**src/rtl/cop0_reg_bank.sv**
```systemverilog
// cop0_reg_bank: MIPS32 coprocessor-0 register bank. It commits exception reports, serves MTC0/MFC0 and ERET,
// runs Count/Compare and drives the exception vector, ERET target and interrupt request.
// Ports:
//   clk_i, reset_i                 clock, asynchronous active-high reset
//   exc_*_i                        exception report (happen, in_bd, code, epc, load_addr, badvaddr, load_ce, ce)
//   eret_i                         ERET commits this cycle
//   wr_en_i/wr_rd_i/wr_sel_i/wr_data_i   MTC0 write port
//   rd_rd_i/rd_sel_i -> rd_data_o  MFC0 combinational read port
//   hw_int_i                       hardware interrupt levels
//   ll_set_i/ll_addr_i             LL address capture
//   int_req_o, exc_vector_o, eret_target_o, kernel_mode_o   fetch-stage controls
//   status_o, epc_o, errorepc_o, ebase_o                    raw register values
module cop0_reg_bank #(
    parameter logic [9:0] CPU_NUMBER = 10'd0,
    parameter int         COUNT_DIV  = 2
) (
    input  logic        clk_i,
    input  logic        reset_i,
    input  logic        exc_happen_i,
    input  logic        exc_in_bd_i,
    input  logic [4:0]  exc_code_i,
    input  logic [31:0] exc_epc_i,
    input  logic        exc_load_addr_i,
    input  logic [31:0] exc_badvaddr_i,
    input  logic        exc_load_ce_i,
    input  logic [1:0]  exc_ce_i,
    input  logic        eret_i,
    input  logic        wr_en_i,
    input  logic [4:0]  wr_rd_i,
    input  logic [2:0]  wr_sel_i,
    input  logic [31:0] wr_data_i,
    input  logic [4:0]  rd_rd_i,
    input  logic [2:0]  rd_sel_i,
    output logic [31:0] rd_data_o,
    input  logic [5:0]  hw_int_i,
    input  logic        ll_set_i,
    input  logic [31:0] ll_addr_i,
    output logic        int_req_o,
    output logic [31:0] exc_vector_o,
    output logic [31:0] eret_target_o,
    output logic [31:0] status_o,
    output logic [31:0] epc_o,
    output logic [31:0] errorepc_o,
    output logic [31:0] ebase_o,
    output logic        kernel_mode_o
);
    localparam int             DW          = COUNT_DIV > 1 ? $clog2(COUNT_DIV) : 1;
    localparam logic [DW-1:0]  DIV_LAST    = DW'(COUNT_DIV - 1);
    localparam logic [31:0]    STATUS_MASK = 32'hF040_FF17;
    localparam logic [31:0]    EBASE_MASK  = 32'h3FFF_F000;

    logic [31:0]   badvaddr_q, badvaddr_d, count_q, count_d, compare_q, compare_d;
    logic [31:0]   status_q, status_d, epc_q, epc_d, ebase_q, ebase_d;
    logic [31:0]   lladdr_q, lladdr_d, errorepc_q, errorepc_d;
    logic [DW-1:0] div_q, div_d;
    logic          bd_q, bd_d, ti_q, ti_d, iv_q, iv_d;
    logic [1:0]    ce_q, ce_d;
    logic [7:0]    ip_q, ip_d;
    logic [4:0]    code_q, code_d;
    logic [31:0]   cause;
    logic          exl, erl, div_wrap, inc;
    logic          wr_count, wr_compare, wr_status, wr_cause, wr_epc, wr_ebase, wr_errorepc;

    assign exl         = status_q[1];
    assign erl         = status_q[2];
    assign wr_count    = wr_en_i && wr_rd_i == 5'd9  && wr_sel_i == 3'd0;
    assign wr_compare  = wr_en_i && wr_rd_i == 5'd11 && wr_sel_i == 3'd0;
    assign wr_status   = wr_en_i && wr_rd_i == 5'd12 && wr_sel_i == 3'd0;
    assign wr_cause    = wr_en_i && wr_rd_i == 5'd13 && wr_sel_i == 3'd0;
    assign wr_epc      = wr_en_i && wr_rd_i == 5'd14 && wr_sel_i == 3'd0;
    assign wr_ebase    = wr_en_i && wr_rd_i == 5'd15 && wr_sel_i == 3'd1;
    assign wr_errorepc = wr_en_i && wr_rd_i == 5'd30 && wr_sel_i == 3'd0;
    assign div_wrap    = div_q == DIV_LAST;
    // An MTC0 Count restarts the divider, so that cycle never increments.
    assign inc         = div_wrap && !wr_count;

    assign cause = {bd_q, ti_q, ce_q, 4'd0, iv_q, 7'd0, ip_q, 1'b0, code_q, 2'd0};

    always_comb begin
        div_d       = (wr_count || div_wrap) ? '0 : div_q + DW'(1);
        count_d     = wr_count ? wr_data_i : count_q + 32'(inc);
        compare_d   = wr_compare ? wr_data_i : compare_q;
        // A Compare write clears TI even when the same edge would have matched.
        ti_d        = wr_compare ? 1'b0 : (inc && count_d == compare_q) ? 1'b1 : ti_q;
        // Hardware IP bits are resampled every cycle; only IP[1:0] are software state.
        ip_d        = {ti_q | hw_int_i[5], hw_int_i[4:0], (wr_cause && !exc_happen_i) ? wr_data_i[9:8] : ip_q[1:0]};
        iv_d        = (wr_cause && !exc_happen_i) ? wr_data_i[23] : iv_q;
        status_d    = exc_happen_i ? (status_q | 32'h2) :
                      eret_i       ? (status_q & (erl ? ~32'h4 : ~32'h2)) :
                      wr_status    ? (wr_data_i & STATUS_MASK) : status_q;
        // Nested exceptions keep the EPC/BD of the outermost fault.
        epc_d       = exc_happen_i ? (exl ? epc_q : exc_epc_i) : wr_epc ? wr_data_i : epc_q;
        bd_d        = (exc_happen_i && !exl) ? exc_in_bd_i : bd_q;
        code_d      = exc_happen_i ? exc_code_i : code_q;
        badvaddr_d  = (exc_happen_i && exc_load_addr_i) ? exc_badvaddr_i : badvaddr_q;
        ce_d        = (exc_happen_i && exc_load_ce_i) ? exc_ce_i : ce_q;
        ebase_d     = wr_ebase ? ((ebase_q & ~EBASE_MASK) | (wr_data_i & EBASE_MASK)) : ebase_q;
        errorepc_d  = wr_errorepc ? wr_data_i : errorepc_q;
        lladdr_d    = ll_set_i ? ll_addr_i : lladdr_q;
    end

    always_ff @(posedge clk_i or posedge reset_i) begin
        if (reset_i) begin
            badvaddr_q <= '0;
            count_q    <= '0;
            compare_q  <= '0;
            status_q   <= 32'h0040_0004;
            epc_q      <= '0;
            ebase_q    <= 32'h8000_0000 | 32'(CPU_NUMBER);
            lladdr_q   <= '0;
            errorepc_q <= '0;
            div_q      <= '0;
            bd_q       <= 1'b0;
            ti_q       <= 1'b0;
            iv_q       <= 1'b0;
            ce_q       <= '0;
            ip_q       <= '0;
            code_q     <= '0;
        end else begin
            badvaddr_q <= badvaddr_d;
            count_q    <= count_d;
            compare_q  <= compare_d;
            status_q   <= status_d;
            epc_q      <= epc_d;
            ebase_q    <= ebase_d;
            lladdr_q   <= lladdr_d;
            errorepc_q <= errorepc_d;
            div_q      <= div_d;
            bd_q       <= bd_d;
            ti_q       <= ti_d;
            iv_q       <= iv_d;
            ce_q       <= ce_d;
            ip_q       <= ip_d;
            code_q     <= code_d;
        end
    end

    always_comb begin
        rd_data_o = '0;
        case ({rd_rd_i, rd_sel_i})
            {5'd8,  3'd0}: rd_data_o = badvaddr_q;
            {5'd9,  3'd0}: rd_data_o = count_q;
            {5'd11, 3'd0}: rd_data_o = compare_q;
            {5'd12, 3'd0}: rd_data_o = status_q;
            {5'd13, 3'd0}: rd_data_o = cause;
            {5'd14, 3'd0}: rd_data_o = epc_q;
            {5'd15, 3'd1}: rd_data_o = ebase_q;
            {5'd17, 3'd0}: rd_data_o = lladdr_q;
            {5'd30, 3'd0}: rd_data_o = errorepc_q;
            default:       rd_data_o = '0;
        endcase
    end

    assign int_req_o     = status_q[0] && !exl && !erl && |(ip_q & status_q[15:8]);
    // Interrupt reports with IV set use the dedicated +0x200 entry.
    assign exc_vector_o  = (status_q[22] ? 32'hBFC0_0200 : {ebase_q[31:12], 12'h000}) +
                           {20'd0, (iv_q && code_q == 5'd0) ? 12'h200 : 12'h180};
    assign eret_target_o = erl ? errorepc_q : epc_q;
    assign kernel_mode_o = !status_q[4] || exl || erl;
    assign status_o      = status_q;
    assign epc_o         = epc_q;
    assign errorepc_o    = errorepc_q;
    assign ebase_o       = ebase_q;
endmodule

```
**config.mk**
```make
export PLATFORM = sky130hd
export DESIGN_NAME = cop0_reg_bank
export DESIGN_NICKNAME = d
export VERILOG_FILES = /design/src/rtl/cop0_reg_bank.sv
export SDC_FILE = /design/constraint.sdc
export NUM_CORES = 1
export LEC_CHECK = 0
export CORE_MARGIN = 5
export CORE_UTILIZATION = 35
export DETAILED_ROUTE_END_ITERATION = 16
export GPL_ROUTABILITY_DRIVEN = 1
export PLACE_DENSITY = 0.66
export SKIP_LAST_GASP = 1
export SLEW_MARGIN = 20
export SYNTH_ARGS = -nofsm -noshare
export SYNTH_HDL_FRONTEND = slang
export SYNTH_SLANG_ARGS = --single-unit
```
**constraint.sdc**
```tcl
create_clock -name clk_i -period 12.25 [get_ports clk_i]
set_input_delay 1.8375 -clock clk_i [delete_from_list [all_inputs] [get_ports clk_i]]
set_output_delay 1.8375 -clock clk_i [all_outputs]
set_load 0.05 [all_outputs]
```
After elaboration in Yosys (flattened, before gate mapping). Index checks and enable logic that the tools add are counted.

Add/subtract/negate cells: 3. Equality and inequality tests: 19. Mux-type cells: 15. Bitwise operators: 5. Reduce and logical (&&, ||, !) cells: 41.

Operator list (number): $pmux W32 S9 (1); $mux W32 (8); $eq A8 B7 Y1 const B (7); $add A32 B1 Y32 (1); $add A32 B10 Y32 (1); $and A32 B32 Y32 (1); $eq A32 B32 Y1 (1); $or A32 B30 Y32 (1); $eq A5 B4 Y1 const B (6); $logic_and A1 B1 Y1 (24); $eq A8 B8 Y1 const B (2); $mux W10 (1); $and A8 B8 Y8 (1); $reduce_or A8 Y1 (1); $reduce_bool A2 Y1 (3); $eq A5 B5 Y1 const B (1); $logic_not A1 Y1 (5); $logic_not A5 Y1 (1); $reduce_and A2 Y1 (2); $eq A3 B1 Y1 const B (1); $logic_not A3 Y1 (1); $logic_or A1 B1 Y1 (3); $mux W1 (3); $mux W3 (1); 6 further kinds (6).

Register bits after elaboration: 275. Output and inout port bits: 226. Logic and storage cells: 100.

Logic depth before layout (Yosys ltp).
Depth in word-level cells: 11. Depth in mapped cells: 17.

Worst setup path before layout. OpenSTA, ideal clock, no wires.

Kind: in2reg. Start point: input wr_sel_i[1]. End point: register ti_q. Data arrival time: 6122 ps. Required time: 12147 ps. Path slack: 6024 ps. Cell stages on the path: 17. Path buffers: 4. Path through: or3b_1 or4_1 buf_2 clkbuf_1 clkbuf_1 clkbuf_1 and2_1 ha_1 ha_1 nand3_1 nor3_1 xor2_1 a2bb2oi_1 a21oi_1 or4_1 or4_1 o41ai_2.

Word-level cells in the longest chain between the ends: 9.

Ends and longest elaborated chain: start: declaration (RTL line 30) `input logic [2:0] wr_sel_i,`; $logic_not A3 Y1 * (RTL line 66, 67); $logic_and A1 B1 Y1 (RTL line 66) `assign wr_count = wr_en_i && wr_rd_i == 5'd9 && wr_sel_i == 3'd0;`; $logic_not A1 Y1 (RTL line 75) `assign inc = div_wrap && !wr_count;`; $logic_and A1 B1 Y1 (RTL line 75); $add A32 B1 Y32 (RTL line 81) `count_d = wr_count ? wr_data_i : count_q + 32'(inc);`; $mux W32 (RTL line 81); $eq A32 B32 Y1 (RTL line 84) `ti_d = wr_compare ? 1'b0 : (inc && count_d == compare_q) ? 1'b1 : ti_q;`; $logic_and A1 B1 Y1 (RTL line 84); $reduce_bool A2 Y1 (no line); end signal: assignment (RTL line 130) `ti_q <= ti_d;`; end: declaration (RTL line 56) `logic bd_q, bd_d, ti_q, ti_d, iv_q, iv_d;`.

Mark *: on every way between the ends. The rest lies on a longest branch, timed or not. A chain may end at the register's enable or synchronous reset.

Worst setup path after layout.
Start point: input rd_sel_i[1]. End point: output rd_data_o[4].

Word-level cells in the longest chain between the ends: 2.

Ends and longest elaborated chain: start: declaration (RTL line 33) `input logic [2:0] rd_sel_i,`; $eq A8 B8 Y1 / $eq A8 B7 Y1 (equally long branches) (RTL line 140) `case ({rd_rd_i, rd_sel_i})`; $pmux W32 S9 * (RTL line 140); end: declaration (RTL line 34) `output logic [31:0] rd_data_o,`.

Marked as above.

==> results.ini <==
[yosys]
synthArstFlopShare_pct=100
syn_inst=1145
synth_mux_area_share_pct=22.6
synthFlopType=dfrtp_1
ys_seq_area_share_pct=47.8
synthSimpleGateAreaFrac_pct=10.5
synthesis.area_um2=12900
ys_warn_count=0
ys_top_cells_by_area=dfrtp_1 (47%), mux2_2 (19%), mux2i_1 (3.1%), a222oi_1 (2.9%), a22oi_1 (2.3%)
synth_top_family_by_area=multiplexers
synth-edff-count=0
synth_most_common_cell=dfrtp_1
yosys.area_share.xor_xnor_pct=2.85
synth.top_cell.area_share_pct=47.4
post_synth_num_cell_types=66
synth-compound-area-share_pct=11.0
ys_ff_latch=246
yosys-top-cells-count=dfrtp_1 (244), mux2_2 (223), nand2_1 (70)
synth_fa_ha_area_share_pct=0.291
synth_area_per_cell_um2=11.3
yosys.area.top_type=dfrtp_1

[worst_hold_path]
hold_class=reg -> reg

[global_route]
grt_pass1_wl_um=71000
grt_usage_pct=22.2
grt_max_degree=124
grt_pass1_vias=11200
grt_remaining_overflow=0
grt_antenna_before_repair=0

[timing]
whs_ns=0.471
maxSlewViolCount=0
rsz0062_at_grt=no
period_needed_ns=7.03
hold_viol=0
finClkSkew_ns=0.00801
slew-limit-headroom_pct=18.7
fin_ws_ns=5.22
setup_viol=0
worst_pin_slew_ns=1.22
clock.fmax_ghz=0.142
finalSetupTns_ns=0
period_share_pct=57.4

[layout]
drive_gt1_share_pct=21.1
stdcell_count=1953
fin_util_pct=48.3
diodes=0
final_area_um2=17600
num-nets-final=1633
areaGrowthSynthToFinish_pct=36.8

[clock_network]
clk_latency_ns=0.54
cts_setup_buffers=0
htreeDepth=1
clockBufferDepth=3
root_buffer=clkbuf_16
numCtsBuffers=28
cts_tree=yes
clock-sinks=246
ctsHoldBuffers=0
postCtsResizedCells=0
clkTransAtPathRegs_ns=0.06

[critical_path]
path_buf_inv=2
crit_type=in -> out
worstSetupEndpointType=output port
arrival_ns=5.20
path_cells=clkdlybuf4s50_1, nor3_1, nand3_1, nor2_1, a221oi_1, nand3_1, clkdlybuf4s50_1
critPathTopFamily=simple AND/OR/NAND/NOR gates
required_ns=10.41
max_stage_delay_ns=0.86
crit_slowest_cell=clkdlybuf4s50_1
worst_setup_path_start_kind=primary input
crit_path_max_fanout=9

[floorplanning]
coreArea_um2=36500
io_pins=392
fp-row-count=70
die_h_um=202
floorplan.initialDensity_pct=35.3
die-area_um2=40800
die_x_um=202

[routing]
drt_iter0_drc=831
via_per_inst=5.59
wl_per_cell_um=24.3
final_antenna_net_count=0
wirelength_um=47400
drc_errors=0
drtPass1Iterations=8
num_vias=10900

[power]
leakagePower_nw=7.61
total_power_mw=2.44
power_density_nw_per_um2=139
vdd_drop_max_uv=106

[status]
status=completed

[placement]
dp_slack_ns=5.22
place_congestion=0.902
dp_cells=1902
io_buffers=352
dp_hpwl_um=34000
placed_area_um2=16700

[run]
maxCapViolCount=0

[cell usage in the layout, fill, tap and decap left out, types with 3 or more instances in the layout]
master,netlist,final
a221oi_1,4,4
xnor2_1,19,19
nand4_1,13,13
nor3_1,8,8
buf_4,40,14
a32oi_1,3,3
clkbuf_8,0,6
a31oi_1,5,5
mux2i_1,40,40
nand3_1,42,41
nor3b_1,3,3
nand3b_1,3,3
buf_2,3,3
and2_1,4,4
clkbuf_16,0,29
nor4_1,9,7
and3_1,9,9
a222oi_1,38,38
a22oi_1,40,40
ha_1,3,3
clkinv_2,0,4
mux2_2,223,223
nor2b_1,15,14
a2111oi_0,3,3
conb_1,2,39
nand2_1,70,69
clkbuf_1,62,10
nand2b_1,3,3
nor2_1,53,48
inv_1,16,15
xor2_1,23,23
clkdlybuf4s50_1,0,349
or4_1,6,5
o32ai_1,4,4
o21ai_0,46,46
or2_2,11,11
a21oi_1,30,30
dfrtp_1,244,244
nor2_4,0,3
[kinds of logic after synthesis]
kind of cell | count (synthesis)
flops | 246
simple gates | 264
mux | 263
xor+xnor | 42
compound gates | 195
fa+ha+maj | 3
buf+inv | 130
other cells | 2
[layer usage]
| metal | up-vias | part of all wire [%] | track usage (%) | wire length (um) |
|---|---|---|---|---|
| li1 | 4833 | - | - | - |
| met1 | 5542 | 42 | 29.4 | 19900 |
| met2 | 482 | 49 | 38.3 | 23200 |
| met4 | 0 | 2.0 | 4.79 | 929 |
| met5 | - | 0 | 0 | 0 |
| met3 | 64 | 6.9 | 3.75 | 3260 |
[registers in the layout (all words and copies together) (netlist names)]
register / cells
bd_q: 1
compare_q: 32
ti_q: 1
lladdr_q: 32
ce_q: 2
count_q: 32
errorepc_o: 32
iv_q: 1
badvaddr_q: 32
epc_o: 32
status_o: 17
ebase_o: 18
ip_q: 8
div_q: 1
code_q: 5
[where the power goes]
part	internal (mW)	switching, mW
clock network	0.511	0.341
logic	0.243	0.356
registers	0.896	0.0973
total	1.65	0.794
[final cells by class]
type,count,area [um2]
multi-input cells,806,6290
flip-flops and latches,246,6160
clock inverters,6,80.1
inverters,16,67.6
repair buffers,366,3610
well taps,468,586
clock buffers,45,846
fillers,3370,18900
[path summary, 6_finish.rpt]
path,start,end,slack (ns),cells after the start
hold / removal,div_q,div_q,0.47,1
max in group asynchronous,reset_i,errorepc_o[11],8.85,3
setup / recovery,rd_sel_i[1],rd_data_o[4],5.22,7
min in group asynchronous,reset_i,epc_o[2],1.88,2
hold reg to reg,div_q,div_q,0.47,1
setup reg to reg,count_q[4],ti_q,8.35,8
Note: power is estimated with default switching activity, not from simulation.
